### src/rtl/kled_pkg.sv
// Shared mode encodings, timing defaults and LED helpers for the LED mode scheduler.
package kled_pkg;

    typedef enum logic [1:0] {
        MODE_IDLE  = 2'b00,
        MODE_CHASE = 2'b01,
        MODE_BLINK = 2'b10,
        MODE_PAUSE = 2'b11
    } mode_t;

    localparam logic [23:0] TICK_DEF = 24'd10_000_000;
    localparam logic [19:0] DEB_DEF  = 20'd1_000_000;

    function automatic logic [3:0] pos_onehot(input logic [1:0] p);
        return 4'b0001 << p;
    endfunction

endpackage

### src/rtl/key_debounce.sv
// One push-button: 2-flop synchronizer, stable-level debounce and a one-cycle press pulse.
module key_debounce
    import kled_pkg::*;
#(
    parameter logic [19:0] DEB = DEB_DEF
) (
    input  logic clk,
    input  logic rst_n,
    input  logic key,
    output logic press
);

    logic        sync1;
    logic        sync2;
    logic        lvl;
    logic        armed;
    logic [19:0] cnt;

    // Until the key has been seen stably released after reset, the counter measures
    // that release instead, so a key held through reset cannot produce a press.
    always_ff @(posedge clk or negedge rst_n) begin
        if (!rst_n) begin
            sync1 <= 1'b1;
            sync2 <= 1'b1;
            lvl   <= 1'b1;
            armed <= 1'b0;
            cnt   <= '0;
            press <= 1'b0;
        end else begin
            sync1 <= key;
            sync2 <= sync1;
            press <= 1'b0;
            if (!armed) begin
                if (sync1 && sync2) begin
                    if (cnt == DEB - 20'd1) begin
                        armed <= 1'b1;
                        cnt   <= '0;
                    end else begin
                        cnt <= cnt + 20'd1;
                    end
                end else begin
                    cnt <= '0;
                end
            end else if (sync2 != lvl) begin
                if (cnt == DEB - 20'd1) begin
                    lvl   <= sync2;
                    cnt   <= '0;
                    press <= ~sync2;
                end else begin
                    cnt <= cnt + 20'd1;
                end
            end else begin
                cnt <= '0;
            end
        end
    end

endmodule

### src/rtl/led_mode_sched.sv
// Four-key LED mode scheduler: priority arbiter, mode FSM, step tick generator and LED datapath.
module led_mode_sched
    import kled_pkg::*;
#(
    parameter logic [23:0] TICK = TICK_DEF,
    parameter logic [19:0] DEB  = DEB_DEF
) (
    input  logic       clk,
    input  logic       rst_n,
    input  logic [3:0] key,
    output logic [3:0] led,
    output logic [1:0] mode
);

    logic [3:0]  press;
    mode_t       state, state_nxt;
    mode_t       stored, stored_nxt;
    logic        dir, dir_nxt;
    logic        slow, slow_nxt;
    logic        phase, phase_nxt;
    logic [1:0]  pos, pos_nxt;
    logic [3:0]  led_nxt;
    logic [23:0] tcnt, tcnt_nxt;
    logic        running, tick, step;

    for (genvar i = 0; i < 4; i++) begin : g_key
        key_debounce #(.DEB(DEB)) u_deb (
            .clk   (clk),
            .rst_n (rst_n),
            .key   (key[i]),
            .press (press[i])
        );
    end

    assign mode = state;

    always_ff @(posedge clk or negedge rst_n) begin
        if (!rst_n) begin
            state  <= MODE_IDLE;
            stored <= MODE_IDLE;
            dir    <= 1'b0;
            slow   <= 1'b0;
            phase  <= 1'b0;
            pos    <= '0;
            led    <= '0;
            tcnt   <= '0;
        end else begin
            state  <= state_nxt;
            stored <= stored_nxt;
            dir    <= dir_nxt;
            slow   <= slow_nxt;
            phase  <= phase_nxt;
            pos    <= pos_nxt;
            led    <= led_nxt;
            tcnt   <= tcnt_nxt;
        end
    end

    always_comb begin
        state_nxt  = state;
        stored_nxt = stored;
        dir_nxt    = dir;
        slow_nxt   = slow;
        phase_nxt  = phase;
        pos_nxt    = pos;
        led_nxt    = led;
        tcnt_nxt   = tcnt;

        running = (state == MODE_CHASE) || (state == MODE_BLINK);
        tick    = running && (tcnt == TICK - 24'd1);
        step    = tick && (!slow || phase);

        if (!running) begin
            tcnt_nxt  = '0;
            phase_nxt = 1'b0;
        end else if (tick) begin
            tcnt_nxt  = '0;
            phase_nxt = slow & ~phase;
        end else begin
            tcnt_nxt = tcnt + 24'd1;
        end

        // The if-chain is the fixed-priority arbiter; a winning key also swallows any step.
        if (press[0]) begin
            case (state)
                MODE_IDLE: begin
                    state_nxt = MODE_CHASE;
                    pos_nxt   = '0;
                    led_nxt   = pos_onehot(2'd0);
                end
                MODE_CHASE: begin
                    state_nxt = MODE_BLINK;
                    led_nxt   = '1;
                end
                default: begin
                    state_nxt = MODE_IDLE;
                    led_nxt   = '0;
                end
            endcase
        end else if (press[1]) begin
            dir_nxt = ~dir;
        end else if (press[2]) begin
            slow_nxt = ~slow;
        end else if (press[3]) begin
            if (running) begin
                stored_nxt = state;
                state_nxt  = MODE_PAUSE;
            end else if (state == MODE_PAUSE) begin
                state_nxt = stored;
            end
        end else if (step) begin
            if (state == MODE_CHASE) begin
                pos_nxt = dir ? pos - 2'd1 : pos + 2'd1;
                led_nxt = pos_onehot(pos_nxt);
            end else begin
                led_nxt = ~led;
            end
        end

        if (state_nxt != state) begin
            tcnt_nxt  = '0;
            phase_nxt = 1'b0;
        end
    end

endmodule
### config.mk
export PLATFORM = sky130hd
export DESIGN_NAME = led_mode_sched
export DESIGN_NICKNAME = d
export VERILOG_FILES = /design/src/rtl/kled_pkg.sv /design/src/rtl/key_debounce.sv /design/src/rtl/led_mode_sched.sv
export SDC_FILE = /design/constraint.sdc
export NUM_CORES = 1
export LEC_CHECK = 0
export CAP_MARGIN = 20
export CELL_PAD_IN_SITES_DETAIL_PLACEMENT = 1
export CELL_PAD_IN_SITES_GLOBAL_PLACEMENT = 1
export CORE_UTILIZATION = 50
export DETAILED_ROUTE_END_ITERATION = 6
export PLACE_DENSITY = 0.78
export SLEW_MARGIN = 10
export SYNTH_ARGS = -nofsm -noshare
export SYNTH_HDL_FRONTEND = slang
export SYNTH_SLANG_ARGS = --single-unit
export TNS_END_PERCENT = 30
### constraint.sdc
create_clock -name clk -period 2.59 [get_ports clk]
set_input_delay 0.3885 -clock clk [delete_from_list [all_inputs] [get_ports clk]]
set_output_delay 0.3885 -clock clk [all_outputs]
set_load 0.03 [all_outputs]
==> run_results.csv <==
group,metric,value,unit
power,leakagePower,3.078,nW
critical_path,slowest_delay,0.64,ns
yosys,ys_seq_area_share,49.08,%
yosys,ys_seq_elements,137,
critical_path,crit_family,"simple AND/OR/NAND/NOR gates",
sta,hold_viol_final,0,
sta,period_needed,2.446,ns
critical_path,critPathKind,"flip-flop to flip-flop",
finish,nets,740,
clocking,clkSlewWorstSetupHoldPaths,0.06,ns
clocking,h-tree-depth,4,
route,routed_wirelength,16840,µm
global_routing,grt_pass1_vias,5980,
floorplanning,dieHeight,120.5,µm
outcome,status,"complete, no violations",
global_routing,gr-total-overflow,0,
place,portBuffers,11,
floorplanning,ioPinCount,12,
critical_path,worst_setup_path_start_kind,"flip-flop",
finish,drive_gt1_share,11.43,%
route,met2WireLength,8740,µm
global_routing,antenna_found_initial,0,
clocking,hold_buffers,1,
finish,instances_no_fill,911,
critical_path,worstPathArrival,2.75,ns
route,drc,0,
clocking,cts-root-buf,"clkbuf_16",
sta,worst_slew_pin_slew,0.6345,ns
critical_path,crit_path_end_kind,"flip-flop",
route,route.met3.wl,412,µm
critical_path,crit_chain,"inv_1 > ha_1 > or4b_2 > nor3_1 > nand3_1 > a221o_1",
sta,fin_crit_sh,94.45,%
job,cap_viol_max_count,0,
route,firstDrtPassIters,4,
power,power_density,585.2,nW/µm²
place,place_ws,0.1746,ns
place,hpwl,10910,µm
route,vias_per_cell,6.083,
finish,n_antenna_cell,0,
route,wl_per_cell,18.49,µm
critical_path,crit_fanout,6,
finish,fill_cells,1522,
yosys,synth-edff-count,0,
route,vias,5542,
place,dpl.cell_count,878,
clocking,clockBufferDepth,2,
route,ant_nets,0,
route,first_iter_violations,294,
yosys,postSynthAreaPerCell,9.979,µm²
sta,hold_ws,0.3679,ns
place,gp_congestion,0.8338,
floorplanning,core,13450,µm²
sta,fmax,0.4088,GHz
sta,setup_tns,0,ns
critical_path,slowest_stage,"or4b_2",
sta,rsz0062_at_grt,"no",
yosys,synth.distinct_cells,63,
clocking,cts_inserted_buffers,17,
yosys,netlist_instances,703,
clocking,post_cts_buffers,0,
critical_path,crit_required,2.90,ns
floorplanning,die-area,14510,µm²
sta,relSlewSlack,57.31,%
global_routing,grt.total_usage,25.62,%
floorplanning,rows,42,
min_path,hold_class,"primary input to flip-flop",
route,drt-met1-wl,7493,µm
floorplanning,start_util,52.15,%
yosys,ys.flop_type,"dfrtp_1",
clocking,clock_sinks,137,
yosys,yosysWarnings,0,
sta,maxSlewViolCount,0,
power,ir_drop,0.0004620,V
clocking,cts_tree,"built",
critical_path,critPathBufInv,1,
sta,layout_setup_ws,0.1437,ns
yosys,synthesis.nets,721,
global_routing,grt_max_degree,55,
yosys,async_flop_share,100.0,%
clocking,clk_latency,0.43,ns
sta,setup_viol,0,
finish,areaGrowthSynthToFinish,12.64,%
floorplanning,die_x,120.5,µm
yosys,netlist_area,7015,µm²
route,top_layer,"met4",
clocking,post_cts_resized,0,
global_routing,grt_pass1_wl,29120,µm
sta,skew,0.005148,ns
## path summary, 6_finish.rpt
check / start / endpoint / slack, ns / cells past startpoint
max in group asynchronous: rst_n / pos[0] / 1.28 / 3
setup reg to reg: mode[1] / pos[0] / 0.14 / 6
hold reg to reg: g_key[0].u_deb.sync1 / g_key[0].u_deb.sync2 / 0.38 / 0
min in group asynchronous: rst_n / g_key[3].u_deb.cnt[9] / 0.48 / 2
setup / recovery: mode[1] / pos[0] / 0.14 / 6
hold / removal: key[3] / g_key[3].u_deb.sync1 / 0.37 / 1
## metal layers
metal	track usage (%)	up-vias
met5	0	-
li1	-	2607
met3	6.226	20
met1	31.74	2858
met2	43.89	57
met4	8.410	0
## synthesized netlist by cell type (all sizes together) (6+ instances only)
cell / n / area [µm²]
a211oi: 10 / 100.1
o21ai: 23 / 115.1
nor4: 20 / 140.1
clkbuf: 6 / 22.52
dfstp: 12 / 315.3
buf: 18 / 111.4
nor3: 28 / 145.1
dfrtp: 125 / 3128
or3: 26 / 162.7
and3: 11 / 68.82
inv: 23 / 86.33
xor2: 37 / 324.1
nand2: 51 / 191.4
nor3b: 6 / 45.04
xnor2: 29 / 254.0
nor2: 72 / 277.8
and4: 10 / 87.58
nand4: 30 / 200.2
or4: 18 / 142.6
a21oi: 25 / 125.1
nand3: 35 / 175.2
and2: 8 / 50.05
o31ai: 13 / 97.59
ha: 12 / 150.1
## worst reg2reg max path: cells and delay by family (launching register included)
family,cells,cell delay (ns)
AOI/OAI and AO/OA,1,0.33
buffers and inverters,1,0.11
DFF,1,0.41
and+or+nand+nor,3,1.09
adders and majority gates,1,0.38
## state kept, by name (all words and copies together) (netlist names), 4 cells and up
name               flops
g_key.u_deb.lvl        4
g_key.u_deb.armed      4
g_key.u_deb.sync1      4
g_key.u_deb.cnt       80
led                    4
g_key.u_deb.press      4
g_key.u_deb.sync2      4
tcnt                  24
## cell usage in the layout, fill, tap and decap left out, drive strengths merged, types with 18 or more instances in the layout
cell    instances
dfrtp         125
nor2           72
nand2          51
xor2           37
nand3          35
nand4          30
xnor2          29
nor3           28
or3            26
a21oi          25
inv            24
o21ai          23
clkbuf         22
nor4           20
or4            18
## power breakdown
group | internal, mW | switching [mW] | leakage, nW
clock | 1.42 | 0.936 | 0.275
sequential | 2.16 | 0.0114 | 1.87
combinational | 0.0258 | 0.0727 | 0.935
## cells by family (layout without fill, tap and decap cells)
logic type / after synthesis / count (layout) / synth area share (%)
compound gates: 100 / 100 / 10.15
simple gates: 337 / 337 / 26.61
flops: 137 / 137 / 49.08
xor+xnor: 66 / 66 / 8.240
mux: 4 / 4 / 0.6420
fa+ha+maj: 12 / 12 / 2.140
buf+inv: 47 / 79 / 3.139
## area by class of cell
class	instances	area (µm²)	area share, %
clock buffers	22	484.2	6.127
clock inverters	10	92.59	1.172
inverters	23	86.33	1.092
multi-input cells	519	3352	42.42
flip-flops and latches	137	3443	43.57
well taps	176	220.2	2.787
repair buffers	24	224.0	2.834
## metrics by stage
stage          utilization, %  total power [mW]  area (µm²)
2_1_floorplan               -             2.238        7015
3_3_place_gp            54.38             2.303        7316
3_5_place_dp            54.38             2.308        7316
4_1_cts                 58.74             4.681        7903
5_1_grt                 58.74             4.771        7903
6_report                58.74             4.625        7903
Note: power is estimated with default switching activity, not from simulation.
